<file path="config.mk">
export PLATFORM = sky130hd
export DESIGN_NAME = register_formatter_flat
export DESIGN_NICKNAME = d
export VERILOG_FILES = /design/src/rtl/register_formatter_pkg.sv /design/src/rtl/register_formatter_if.sv /design/src/rtl/register_formatter_reg_abi_name_rom.sv /design/src/rtl/register_formatter.sv /design/src/flat_wrapper.sv
export SDC_FILE = /design/constraint.sdc
export NUM_CORES = 1
export LEC_CHECK = 0
export BUFFER_PORTS_ARGS = -buffer_cell sky130_fd_sc_hd__buf_2
export CAP_MARGIN = 5
export CORE_MARGIN = 10
export CORE_UTILIZATION = 50
export DETAILED_ROUTE_END_ITERATION = 8
export PLACE_DENSITY = 0.82
export SYNTH_ARGS = -nofsm -noshare
export SYNTH_HDL_FRONTEND = slang
export SYNTH_SLANG_ARGS = --single-unit
export TNS_END_PERCENT = 30
</file>
<file path="constraint.sdc">
create_clock -name clk_in -period 2.2 [get_ports clk_in]
set_input_delay 0.22 -clock clk_in [delete_from_list [all_inputs] [get_ports clk_in]]
set_output_delay 0.22 -clock clk_in [all_outputs]
set_load 0.005 [all_outputs]
</file>
<file path="src/rtl/register_formatter_pkg.sv">
// register_formatter shared types, ASCII constants and digit-split helpers.
// Imported by the formatter top and the ABI name ROM.
package register_formatter_pkg;

  localparam logic [7:0] PREFIX_CHAR = 8'h72;
  localparam logic [7:0] ASCII_COMMA = 8'h2C;
  localparam logic [7:0] ASCII_SPACE = 8'h20;
  localparam logic [7:0] ASCII_ZERO  = 8'h30;
  localparam int ABI_NAME_MAX_LEN    = 4;

  typedef enum logic [2:0] {
    IDLE,
    PREFIX,
    TENS,
    ONES,
    DELIM,
    EMIT_NAME
  } fmt_state_t;

  function automatic logic [1:0] digit_tens(
    input logic [4:0] r
  );
    if (r >= 5'd30) return 2'd3;
    if (r >= 5'd20) return 2'd2;
    if (r >= 5'd10) return 2'd1;
    return 2'd0;
  endfunction

  function automatic logic [3:0] digit_ones(
    input logic [4:0] r
  );
    logic [4:0] t;
    t = 5'd10 * {3'b000, digit_tens(r)};
    return 4'(r - t);
  endfunction

endpackage

</file>
<file path="src/rtl/register_formatter_if.sv">
// Request and character-stream handshake bundle.
// master: request source / char sink; slave: the formatter.
interface register_formatter_if;

  logic       req_valid;
  logic       req_ready;
  logic [4:0] req_register;
  logic       req_sep;
  logic       out_valid;
  logic       out_ready;
  logic [7:0] out_ascii;
  logic       out_last;

  modport master (
    output req_valid, req_register, req_sep, out_ready,
    input  req_ready, out_valid, out_ascii, out_last
  );

  modport slave (
    input  req_valid, req_register, req_sep, out_ready,
    output req_ready, out_valid, out_ascii, out_last
  );

endinterface

</file>
<file path="src/rtl/register_formatter_reg_abi_name_rom.sv">
// reg_abi_name_rom: register + char index -> ABI name char, plus name length.
// Combinational; only built when REGISTER_FORMATTER_ABI_EN is defined.
`ifdef REGISTER_FORMATTER_ABI_EN
module reg_abi_name_rom
  import register_formatter_pkg::*;
(
  input  logic [4:0] reg_num,
  input  logic [1:0] idx,
  output logic [7:0] char_out,
  output logic [2:0] name_len
);

  // Name packed MSB-first, zero padded to 4 chars.
  logic [31:0] name;

  always_comb begin
    name     = 32'h0;
    name_len = 3'd2;
    unique case (1'b1)
      reg_num == 5'd0: begin
        name     = "zero";
        name_len = 3'd4;
      end
      reg_num == 5'd1: name = {"ra", 16'h0};
      reg_num == 5'd2: name = {"sp", 16'h0};
      reg_num == 5'd3: name = {"gp", 16'h0};
      reg_num == 5'd4: name = {"tp", 16'h0};
      reg_num inside {[5'd5:5'd7]}:
        name = {"t", ASCII_ZERO + 8'(reg_num - 5'd5), 16'h0};
      reg_num inside {[5'd8:5'd9]}:
        name = {"s", ASCII_ZERO + 8'(reg_num - 5'd8), 16'h0};
      reg_num inside {[5'd10:5'd17]}:
        name = {"a", ASCII_ZERO + 8'(reg_num - 5'd10), 16'h0};
      reg_num inside {[5'd18:5'd25]}:
        name = {"s", ASCII_ZERO + 8'(reg_num - 5'd16), 16'h0};
      reg_num inside {[5'd26:5'd27]}: begin
        name     = {"s1", ASCII_ZERO + 8'(reg_num - 5'd26), 8'h0};
        name_len = 3'd3;
      end
      default:
        name = {"t", ASCII_ZERO + 8'(reg_num - 5'd25), 16'h0};
    endcase
  end

  always_comb begin
    char_out = 8'h0;
    unique case (idx)
      2'd0: char_out = name[31:24];
      2'd1: char_out = name[23:16];
      2'd2: char_out = name[15:8];
      default: char_out = name[7:0];
    endcase
  end

endmodule
`endif

</file>
<file path="src/rtl/register_formatter.sv">
// register_formatter: streams a register operand as ASCII, one char per handshake.
// Ports: clk_in, rst_in (async low), bus (slave), busy_flag. Macro: REGISTER_FORMATTER_ABI_EN.
module register_formatter
  import register_formatter_pkg::*;
(
  input  logic                 clk_in,
  input  logic                 rst_in,
  register_formatter_if.slave  bus,
  output logic                 busy_flag
);

  fmt_state_t state_q, state_d;
  logic [4:0] reg_q, reg_d;
  logic       sep_q, sep_d;
  logic [7:0] ascii_q, ascii_d;
  logic       last_q, last_d;
  logic       fire_out;
  logic [7:0] delim;

`ifdef REGISTER_FORMATTER_ABI_EN
  logic [1:0] idx_q, idx_d;
  logic [4:0] rom_reg;
  logic [1:0] rom_idx;
  logic [7:0] rom_char;
  logic [2:0] rom_len;

  // In IDLE the ROM looks at the incoming request so the first
  // name char can be registered on the accept edge.
  assign rom_reg = (state_q == IDLE) ? bus.req_register : reg_q;
  assign rom_idx = (state_q == IDLE) ? 2'd0 : idx_q + 2'd1;

  reg_abi_name_rom u_rom (
    .reg_num  (rom_reg),
    .idx      (rom_idx),
    .char_out (rom_char),
    .name_len (rom_len)
  );
`endif

  assign fire_out      = bus.out_valid && bus.out_ready;
  assign delim         = sep_q ? ASCII_SPACE : ASCII_COMMA;
  assign bus.out_valid = (state_q != IDLE);
  assign bus.req_ready = (state_q == IDLE);
  assign bus.out_ascii = ascii_q;
  assign bus.out_last  = last_q;
  assign busy_flag     = (state_q != IDLE);

  always_comb begin
    state_d = state_q;
    reg_d   = reg_q;
    sep_d   = sep_q;
    ascii_d = ascii_q;
    last_d  = last_q;
`ifdef REGISTER_FORMATTER_ABI_EN
    idx_d   = idx_q;
`endif
    unique case (state_q)
      IDLE: if (bus.req_valid) begin
        reg_d  = bus.req_register;
        sep_d  = bus.req_sep;
        last_d = 1'b0;
`ifdef REGISTER_FORMATTER_ABI_EN
        state_d = EMIT_NAME;
        ascii_d = rom_char;
        idx_d   = 2'd0;
`else
        state_d = PREFIX;
        ascii_d = PREFIX_CHAR;
`endif
      end
      PREFIX: if (fire_out) begin
        state_d = TENS;
        ascii_d = ASCII_ZERO + {6'b0, digit_tens(reg_q)};
      end
      TENS: if (fire_out) begin
        state_d = ONES;
        ascii_d = ASCII_ZERO + {4'b0, digit_ones(reg_q)};
      end
      ONES: if (fire_out) begin
        state_d = DELIM;
        ascii_d = delim;
        last_d  = 1'b1;
      end
`ifdef REGISTER_FORMATTER_ABI_EN
      EMIT_NAME: if (fire_out) begin
        if ({1'b0, idx_q} == rom_len - 3'd1) begin
          state_d = DELIM;
          ascii_d = delim;
          last_d  = 1'b1;
        end else begin
          idx_d   = idx_q + 2'd1;
          ascii_d = rom_char;
        end
      end
`endif
      DELIM: if (fire_out) begin
        state_d = IDLE;
        ascii_d = 8'h00;
        last_d  = 1'b0;
      end
      default: state_d = IDLE;
    endcase
  end

  always_ff @(posedge clk_in or negedge rst_in) begin
    if (!rst_in) begin
      state_q <= IDLE;
      reg_q   <= '0;
      sep_q   <= 1'b0;
      ascii_q <= 8'h00;
      last_q  <= 1'b0;
    end else begin
      state_q <= state_d;
      reg_q   <= reg_d;
      sep_q   <= sep_d;
      ascii_q <= ascii_d;
      last_q  <= last_d;
    end
  end

`ifdef REGISTER_FORMATTER_ABI_EN
  always_ff @(posedge clk_in or negedge rst_in) begin
    if (!rst_in) idx_q <= 2'd0;
    else         idx_q <= idx_d;
  end
`endif

endmodule

</file>
<file path="src/flat_wrapper.sv">
// flat-port wrapper written by rule: the top's interface ports become plain ports
module register_formatter_flat import register_formatter_pkg::*;
  (clk_in, rst_in, busy_flag, bus_req_valid, bus_req_register, bus_req_sep, bus_out_ready, bus_req_ready, bus_out_valid, bus_out_ascii, bus_out_last);
  register_formatter_if bus_i ();
  input  logic clk_in;
  input  logic rst_in;
  output logic busy_flag;
  input wire logic [$bits(bus_i.req_valid)-1:0] bus_req_valid;
  input wire logic [$bits(bus_i.req_register)-1:0] bus_req_register;
  input wire logic [$bits(bus_i.req_sep)-1:0] bus_req_sep;
  input wire logic [$bits(bus_i.out_ready)-1:0] bus_out_ready;
  output wire logic [$bits(bus_i.req_ready)-1:0] bus_req_ready;
  output wire logic [$bits(bus_i.out_valid)-1:0] bus_out_valid;
  output wire logic [$bits(bus_i.out_ascii)-1:0] bus_out_ascii;
  output wire logic [$bits(bus_i.out_last)-1:0] bus_out_last;
  assign bus_i.req_valid = bus_req_valid;
  assign bus_i.req_register = bus_req_register;
  assign bus_i.req_sep = bus_req_sep;
  assign bus_i.out_ready = bus_out_ready;
  assign bus_req_ready = bus_i.req_ready;
  assign bus_out_valid = bus_i.out_valid;
  assign bus_out_ascii = bus_i.out_ascii;
  assign bus_out_last = bus_i.out_last;
  register_formatter u_core (.clk_in(clk_in), .rst_in(rst_in), .bus(bus_i), .busy_flag(busy_flag));
endmodule
</file>
# Word level (Yosys, flattened, before mapping)
# Index checks and enable logic that the tools add are counted.
dict set report word_totals {
  register_bits 18
  elab_cells 80
  output_inout_bits 12
  in_bits 10
}
dict set report classes {
  n_reduce_logical 9
  n_mul 1
  muxes 50
  magnitude_cmp 3
  n_eq_ne 9
  add_sub_neg 3
}
# cell n
set op_table {}
lappend op_table {{2-to-1 mux 8 bit} 5}
lappend op_table {{case mux 8 bit (5 select lines)} 1}
lappend op_table {{2-to-1 mux 2 bit} 13}
lappend op_table {{2-to-1 mux 1 bit} 23}
lappend op_table {{2-to-1 mux 3 bit} 5}
lappend op_table {{case mux 3 bit (5 select lines)} 1}
lappend op_table {{>= comparator 5 bit (second input constant)} 2}
lappend op_table {{!= test 2 x 1 -> 1 bit (second input constant)} 4}
lappend op_table {{adder 6 x 2 -> 7 bit (first input constant)} 1}
lappend op_table {{adder 6 x 4 -> 7 bit (first input constant)} 1}
lappend op_table {{equality test 3 x 2 -> 1 bit (second input constant)} 2}
lappend op_table {{AND reduction 6 bit} 1}
lappend op_table {{nonzero test 3 bit} 2}
lappend op_table {{>= comparator 5 x 4 -> 1 bit (second input constant)} 1}
lappend op_table {{AND reduction 5 bit} 1}
lappend op_table {{nonzero test 5 bit} 1}
lappend op_table {{2-to-1 mux 4 bit} 1}
lappend op_table {{AND reduction 4 bit} 1}
lappend op_table {{subtractor 4 bit} 1}
lappend op_table {{equality test 3 x 1 -> 1 bit (second input constant)} 1}
lappend op_table {{equality test 3 bit (second input constant)} 1}
lappend op_table {{zero test 3 bit} 1}
lappend op_table {{multiplier 3 x 2 -> 3 bit (first input constant)} 1}
lappend op_table {{case mux 1 bit (3 select lines)} 1}
lappend op_table {{other kinds (3)} 3}

# Depth between registers and ports, before layout
# Gate-level depths: netlist of the first run.
dict set report depth {
  word_depth 21
  mapped_depth 8
}

# Least setup slack after synthesis of the first run
# OpenSTA, ideal clock, no wires.
dict set report synth_path {
  path_type {reg-to-reg}
  from {register u_core.reg_q[4]}
  to {register u_core.ascii_q[2] (netlist: u_core.bus.out_ascii[2])}
  synth_period_minus_slack_ns 2.030
  arrival_ns 1.910
  slack_ns 0.170
  t_required_ns 2.079
  setup_ns 0.121
  n_path_buf 0
  stages_incl_launch_ff 9
  cell_sequence {dfrtp_1 inv_1 maj3_1 a21oi_1 inv_1 ha_1 fa_1 o21bai_1 a22o_1}
}
dict set report synth_between {
  elab_chain_cells 16
  elab_cells_between_ends 42
  classes_between {add/sub: 3; mul: 1; order compare: 3; mux: 35}
}
# item line_no
set synth_lines {}
lappend synth_lines {{start: declaration} register_formatter.sv:13} ;# logic [4:0] reg_q, reg_d;
lappend synth_lines {{start signal: assignment} register_formatter.sv:114} ;# reg_q <= reg_d;
lappend synth_lines {{>= comparator 5 x 4 -> 1 bit} register_formatter_pkg.sv:25} ;# if (r >= 5'd10) return 2'd1;
lappend synth_lines {{2-to-1 mux 1 bit (2 in a row)} register_formatter_pkg.sv:25}
lappend synth_lines {{2-to-1 mux 1 bit} register_formatter_pkg.sv:24} ;# if (r >= 5'd20) return 2'd2;
lappend synth_lines {{2-to-1 mux 1 bit} register_formatter.sv:75} ;# TENS: if (fire_out) begin
lappend synth_lines {{2-to-1 mux 1 bit} register_formatter.sv:57} ;# unique case (state_q)
lappend synth_lines {{2-to-1 mux 2 bit} register_formatter_pkg.sv:26} ;# return 2'd0;
lappend synth_lines {{2-to-1 mux 2 bit} register_formatter_pkg.sv:25}
lappend synth_lines {{2-to-1 mux 2 bit} register_formatter_pkg.sv:24}
lappend synth_lines {{2-to-1 mux 2 bit} register_formatter.sv:75}
lappend synth_lines {{2-to-1 mux 2 bit} register_formatter.sv:57}
lappend synth_lines {{multiplier 3 x 2 -> 3 bit} register_formatter_pkg.sv:33} ;# t = 5'd10 * {3'b000, digit_tens(r)};
lappend synth_lines {{subtractor 4 bit} register_formatter_pkg.sv:34} ;# return 4'(r - t);
lappend synth_lines {{adder 6 x 4 -> 7 bit} register_formatter.sv:77} ;# ascii_d = ASCII_ZERO + {4'b0, digit_ones(reg_q)};
lappend synth_lines {{2-to-1 mux 8 bit} register_formatter.sv:75}
lappend synth_lines {{case mux 8 bit (5 select lines) *} register_formatter.sv:57}
lappend synth_lines {{end signal: assignment} register_formatter.sv:116} ;# ascii_q <= ascii_d;
lappend synth_lines {{end: declaration} register_formatter.sv:15} ;# logic [7:0] ascii_q, ascii_d;
# Every way passes the cells marked *; elsewhere a longest branch is shown, timed or not. The select of a mux whose other input is x is not followed.
# A chain may end at the register's enable or synchronous reset.

# Worst setup path in the final report of the first run
# Same ends and word-level chain as after synthesis.

==> metrics, run 1 <==
Initial DRT Pass Iterations=4; maximum clock insertion buffer count=2; CTS Sinks=17; post-synth cell types=40; post-route clock period utilization=0.9466; antenna-violating nets left=0; final WL=1986 um; most frequent cells in the layout=buf_2, dfrtp_1, nor2_1, o21ai_0, nand2_1; H-tree depth=1; I/O Buffers=20; CTS root buf=clkbuf_4; hold_ws=0.1280 ns; ys flop type=dfrtp_1; xor and xnor area share after synthesis=0.01835; area grow syn2layout=13.50%; Avg Cell Area, Syn=9.944 um^2; full die area=4057 um^2; largest family of logic cells by synthesized area=compound AO/OA/AOI/OAI gates; Post-synth EDFFs=0; initial antenna violation count=0; CP endpoint kind=flip-flop; RSZ-0062 raised after global routing=false; syn_nets=108; Max Cap Viol=0; TNS Setup=0 ns; core area=1764 um^2; CTS tree=built; DRC viols=0; Clk pin slew, worst setup/hold paths=0.10 ns; clock skew=0.001504 ns; critical path data required time=2.39 ns; total leakage power=0.0005134 uW; Final nets=129; critical path, cell by cell=inv_2, maj3_1, a21oi_2, inv_1, ha_1, fa_1, o21bai_1, a22o_1; compound-cell area share of the yosys netlist=0.1586; share of cells above drive strength 1=0.3017; CP arrival=2.27 ns; grt ovf=0; antenna diode count=0; fmax=480.2 MHz; I/O pin count=22; crit-path max FO=5; vias per std cell=5.255; Post-DP HPWL=1517 um; Tmin final=2.083 ns; asr flop ratio synth=1.000; total track usage=0.09925; Crit Path Class=reg -> reg; Fin. Hold Viols=0; Placer Congestion=0.7732; Starting DRT DRC Count=13; Std-Cell Rows=15; Simple-Gate Fraction of Synth Area=0.1547; post-synthesis adder-cell area fraction=0.05505; Setup WS pre-CTS=0.08924 ns; commonest non-fill, non-tap cell in the layout=buf_2; TritonCTS Buffers=3; DR WL/cell=14.09 um; later-pin clock latency in the skew report=0.29 ns; CP delay by family, top=adder cells; final worst setup slack=0.1175 ns; via count=741; Gate Count Post-Synth=96; first-pass GRT wire length=3346 um; VDD IR max=0.7343 mV; Util after Layout=0.6142; chip height=63.70 um; multiplexer share of the synthesized area=0.08388; Final Slew Violations=0; Final Setup Violations=0; buffers plus inverters on the worst setup path=2; FF+latch count, synth=17; Min-Delay Path Class=in -> reg; largest net degree at the start of global routing=18; Pwr Density=1431 nW/um^2; register area=425.4 um^2; # fillers=163; multi-input logic area=456.7 um^2; vias in the first global route=767; CP startpoint kind=flip-flop; chip width=63.70 um; CP peak stage delay=0.50 ns; Seq/Total Area, Yosys=0.4456; Post-Syn Area=954.7 um^2; critical path's slowest cell=fa_1; Initial Utilization=0.5411; synth warn=0; status=finished, final reports clean
[power breakdown]
group | internal, uW | total (uW) | leakage, uW | switching, uW
clock | 70.5 | 172 | 0.0000150 | 102
combinational | 401 | 774 | 0.000294 | 373
sequential | 450 | 604 | 0.000205 | 154
total | 922 | 1550 | 0.000513 | 629
[per-layer routing]
metal  wire (um)  part of all wire  vias to the layer above  GRT usage
met4          36             0.018                        0    0.05738
li1            -                 -                      364          -
met1         969              0.49                      350     0.1160
met2         880              0.44                       23     0.1558
met5           0                 0                        -          0
met3          99             0.050                        4    0.03004
[flip-flops by register name, summed over array words and instances, names as in the netlist]
name and flops:
u_core.bus.out_ascii 7, u_core.bus.out_last 1, u_core.reg_q 5, u_core.sep_q 1, u_core.state_q 3
[synthesized netlist by cell type (2+ instances only)]
cell	number	share of area
a21oi_1	3	0.016
nor2_1	12	0.047
nand2_1	8	0.031
inv_1	6	0.024
mux2i_1	2	0.021
buf_4	2	0.016
mux2_4	4	0.063
maj3_1	2	0.021
dfrtp_1	17	0.45
o21ai_0	10	0.052
[worst reg2reg max path, delay by kind of cell, from the launching register on]
kind | cells | cell delay (ns)
flops | 1 | 0.38
fa+ha+maj | 3 | 1.07
compound gates | 3 | 0.41
buf+inv | 2 | 0.13
[layout make-up]
cell class | instances | area share
Multi-Input combinational cell | 66 | 0.4215
Sequential cell | 17 | 0.3926
Timing Repair Buffer | 22 | 0.1085
Tap cell | 25 | 0.02887
Clock buffer | 4 | 0.02425
Inverter | 7 | 0.02425
[worst paths after layout]
kind                            slack [ns]  cells after the start                                  end                                start
worst max-delay path                  0.12                      8  u_core.bus.out_ascii[2]$_DFFE_PN0P_          u_core.reg_q[4]$_DFFE_PN0P_
min in group asynchronous             0.36                      2      u_core.bus.out_last$_DFFE_PN0P_                               rst_in
worst min-delay path                  0.13                      3          u_core.reg_q[1]$_DFFE_PN0P_                  bus_req_register[1]
max in group asynchronous             1.57                      2          u_core.reg_q[3]$_DFFE_PN0P_                               rst_in
worst max register to register        0.12                      8  u_core.bus.out_ascii[2]$_DFFE_PN0P_          u_core.reg_q[4]$_DFFE_PN0P_
worst min register to register        0.49                      1  u_core.bus.out_ascii[4]$_DFFE_PN0P_  u_core.bus.out_ascii[4]$_DFFE_PN0P_
[repair_timing]
item	4_1_cts	5_1_grt
hold buffers	1	0
buffers inserted	0	0
endpoints found under the hold margin	17	0
endpoints found under the setup margin	0	1
gates resized for setup	0	2
[cell families after synthesis]
| family | count (synthesis) |
|---|---|
| compound gates | 23 |
| xor+xnor | 2 |
| fa+ha+maj | 4 |
| buf+inv | 13 |
| flops | 17 |
| mux | 6 |
| other cells | 1 |
| simple gates | 30 |
[metrics by stage]
| step | total power [uW] | area [um^2] | std cells |
|---|---|---|---|
| 2_1_floorplan | 1184 | 954.7 | 96 |
| 3_3_place_gp | 1335 | 1044 | 136 |
| 3_5_place_dp | 1366 | 1044 | 136 |
| 4_1_cts | 1541 | 1080 | 141 |
| 5_1_grt | 1692 | 1084 | 141 |
| 6_report | 1550 | 1084 | 141 |
(Power assumes the default switching activity.)
==> inputs of run 2 (changes only) <==
- MAX_ROUTING_LAYER: unset -> met4
- SYNTH_HIERARCHICAL: unset -> 1
==> run 2 against run 1 <==
Sequential share of layout area up 0.46 points. Area after synthesis down 0.13%. Clock skew about the same. Critical path depth unchanged. Total power up 0.23%. Hold slack about the same. Critical endpoint is now u_core/bus.out_ascii[2]$_DFFE_PN0P_. Flip-flop and latch count unchanged. Via count up 1.2%. Non-clock buffer count down 1. Critical path type unchanged.
==> metrics, run 2 <==
CTS Sinks=17 (unchanged); maximum clock insertion buffer count=2 (unchanged); Post-DP HPWL=1538 um (+1.4%); Setup WS pre-CTS=0.1456 ns (+0.05637 ns); Final Setup Violations=0 (unchanged); placed inst area=1035 um^2 (-0.84%); Starting DRT DRC Count=13 (unchanged); TNS Setup=0 ns (unchanged); H-tree depth=1 (unchanged); full die area=4053 um^2 (about the same); Avg Cell Area, Syn=9.829 um^2 (-1.2%); ys flop type=dfrtp_1; I/O Buffers=20 (unchanged); total leakage power=0.0005051 uW (-1.6%); CTS tree=built; total track usage=0.1054 (+0.006132); I/O pin count=22 (unchanged); CP endpoint kind=flip-flop; Tmin final=2.081 ns (-0.001146 ns); Min-Delay Path Class=in -> reg; grt ovf=0 (unchanged); GRT busiest layer=met2; status=finished, final reports clean; later-pin clock latency in the skew report=0.30 ns (about the same); Max Cap Viol=0 (unchanged); top cells by area, synth=dfrtp_1, o21ai_0, mux2_4; initial antenna violation count=0 (unchanged); CP startpoint kind=flip-flop; Crit Path Class=reg -> reg; fmax=480.5 MHz (about the same); met1 Use GR=0.1207 (+0.004645); synth warn=6 (+6); met3 usage=0.03887 (+0.008834); Final Slew Violations=0 (unchanged); buffers plus inverters on the worst setup path=1 (-1); DR WL/cell=14.09 um (about the same); Std-Cell Rows=15 (unchanged); share of cells above drive strength 1=0.2759 (-0.02586); vias in the first global route=739 (-3.7%); top cells by count, synth=dfrtp_1, o21ai_0, nand2_1; Initial DRT Pass Iterations=4 (unchanged); antenna-violating nets left=0 (unchanged); largest net degree at the start of global routing=18 (unchanged); Initial Utilization=0.5404 (-0.0007097); area grow syn2layout=12.34%; VDD IR max=0.8860 mV (+21%); most frequent cell after synthesis=dfrtp_1; syn_nets=109 (+0.93%); # fillers=166 (+1.8%); TritonCTS Buffers=3 (unchanged); post-route clock period utilization=0.9461 (about the same); multi-input logic area=444.2 um^2 (-2.7%); area leader, netlist=dfrtp_1; final worst setup slack=0.1186 ns (+0.001146 ns); Gate Count Post-Synth=97 (+1.0%); Placer Congestion=0.7540 (-2.5%); Seq/Total Area, Yosys=0.4462 (+0.0005848); Fin. Hold Viols=0 (unchanged); clock skew=0.001210 ns (-0.0002944 ns); crit-path max FO=4 (-1); CP arrival=2.28 ns (about the same); critical path, cell by cell=inv_1, maj3_1, a22o_1, ha_1, fa_1, nor2b_1, o21ai_0, nand2_1; grt met2 use=0.1558 (unchanged); Pwr Density=1451 nW/um^2 (+1.4%); DRC viols=0 (unchanged); Post-synth EDFFs=0 (unchanged); chip width=63.67 um (about the same); critical path data required time=2.39 ns (about the same); Final Instance Area=1071 um^2 (-1.2%); register area=425.4 um^2 (unchanged); critical path's slowest cell=fa_1; Post-Syn Area=953.4 um^2 (-0.13%); chip height=63.67 um (about the same); Yosys top cell area share=0.4462 (+0.0005848); CP delay by family, top=adder cells; RSZ-0062 raised after global routing=false; overall power=1554 uW (+0.23%); Clk pin slew, worst setup/hold paths=0.09 ns (about the same); FF+latch count, synth=17 (unchanged); setup bufs post-CTS=0 (unchanged); via count=750 (+1.2%); antenna diode count=0 (unchanged); post-synth cell types=37 (-7.5%); asr flop ratio synth=1.000 (unchanged); max reg flops=7 (unchanged); most frequent cells in the layout=buf_2, dfrtp_1, o21ai_0, nand2_1; vias per std cell=5.319 (+1.2%); first-pass GRT wire length=3360 um (+0.42%); CTS root buf=clkbuf_4; CTS resizes=0 (unchanged); Final nets=129 (unchanged); core area=1764 um^2 (unchanged); commonest non-fill, non-tap cell in the layout=buf_2; CP peak stage delay=0.48 ns (-0.02 ns); final WL=1987 um (about the same)
## run 2: cell types whose count changed in the layout (fill, tap and decap cells not counted), moves of 2 or more
cell and change:
inv_1 +3, nor2b_1 +2, nand2_1 +2, nor2_1 -4
## run 2: worst min-delay path, stage by stage
cell,delay (ns)
buf_2,0.07
nand2_1,0.03
o21ai_0,0.06
## run 2: cells by family after synthesis
group,count (synthesis),synth area share
compound gates,23,0.1562
xor+xnor,2,0.01838
fa+ha+maj,4,0.05512
buf+inv,15,0.08791
flops,17,0.4462
mux,5,0.06955
other cells,1,0.003933
simple gates,30,0.1627
## run 2: area by class of cell
| type | instances | share of cell area |
|---|---|---|
| flip-flops and latches | 17 | 0.3972 |
| multi-input cells | 65 | 0.4147 |
| repair buffers | 21 | 0.1028 |
| well taps | 25 | 0.02921 |
| clock buffers | 4 | 0.02453 |
| inverters | 9 | 0.03154 |
## run 2: worst paths after layout
kind	endpoint	cells past startpoint	slack, ns	start
setup / recovery	u_core/bus.out_ascii[2]$_DFFE_PN0P_	8	0.12	u_core/reg_q[4]$_DFFE_PN0P_
hold / removal	u_core/reg_q[1]$_DFFE_PN0P_	3	0.13	bus_req_register[1]
setup reg to reg	u_core/bus.out_ascii[2]$_DFFE_PN0P_	8	0.12	u_core/reg_q[4]$_DFFE_PN0P_
min in group asynchronous	u_core/bus.out_ascii[6]$_DFFE_PN0P_	2	0.36	rst_in
hold reg to reg	u_core/bus.out_ascii[2]$_DFFE_PN0P_	2	0.48	u_core/bus.out_ascii[2]$_DFFE_PN0P_
max in group asynchronous	u_core/reg_q[3]$_DFFE_PN0P_	2	1.57	rst_in
## run 2: timing repair
item                                    4_1_cts  5_1_grt
hold buffers                                  1        0
endpoints found under the setup margin        0        0
hold endpoints to repair                     17        0
## run 2: metrics by stage
| step | utilization | hold slack (ns) | cells |
|---|---|---|---|
| global placement | 0.5865 | 0.1545 | 136 |
| detailed placement | 0.5865 | 0.1583 | 136 |
| CTS | 0.6071 | 0.1270 | 141 |
| finish | 0.6071 | 0.1277 | 141 |
| global route | 0.6071 | 0.1284 | 141 |
| floorplan | - | -0.07559 | 97 |
## run 2: where the power goes
group / leakage, uW / switching, uW / internal [uW]
registers: 0.000205 / 146 / 457
clock network: 0.0000150 / 99.2 / 70.7
logic: 0.000285 / 389 / 392
total: 0.000505 / 634 / 920
## run 2: per-layer routing
| metal | part of all wire | wire length [um] | vias up |
|---|---|---|---|
| met1 | 0.45 | 897 | 352 |
| met3 | 0.062 | 123 | 5 |
| li1 | - | - | 369 |
| met5 | 0 | 0 | - |
| met2 | 0.47 | 926 | 24 |
| met4 | 0.020 | 40 | 0 |
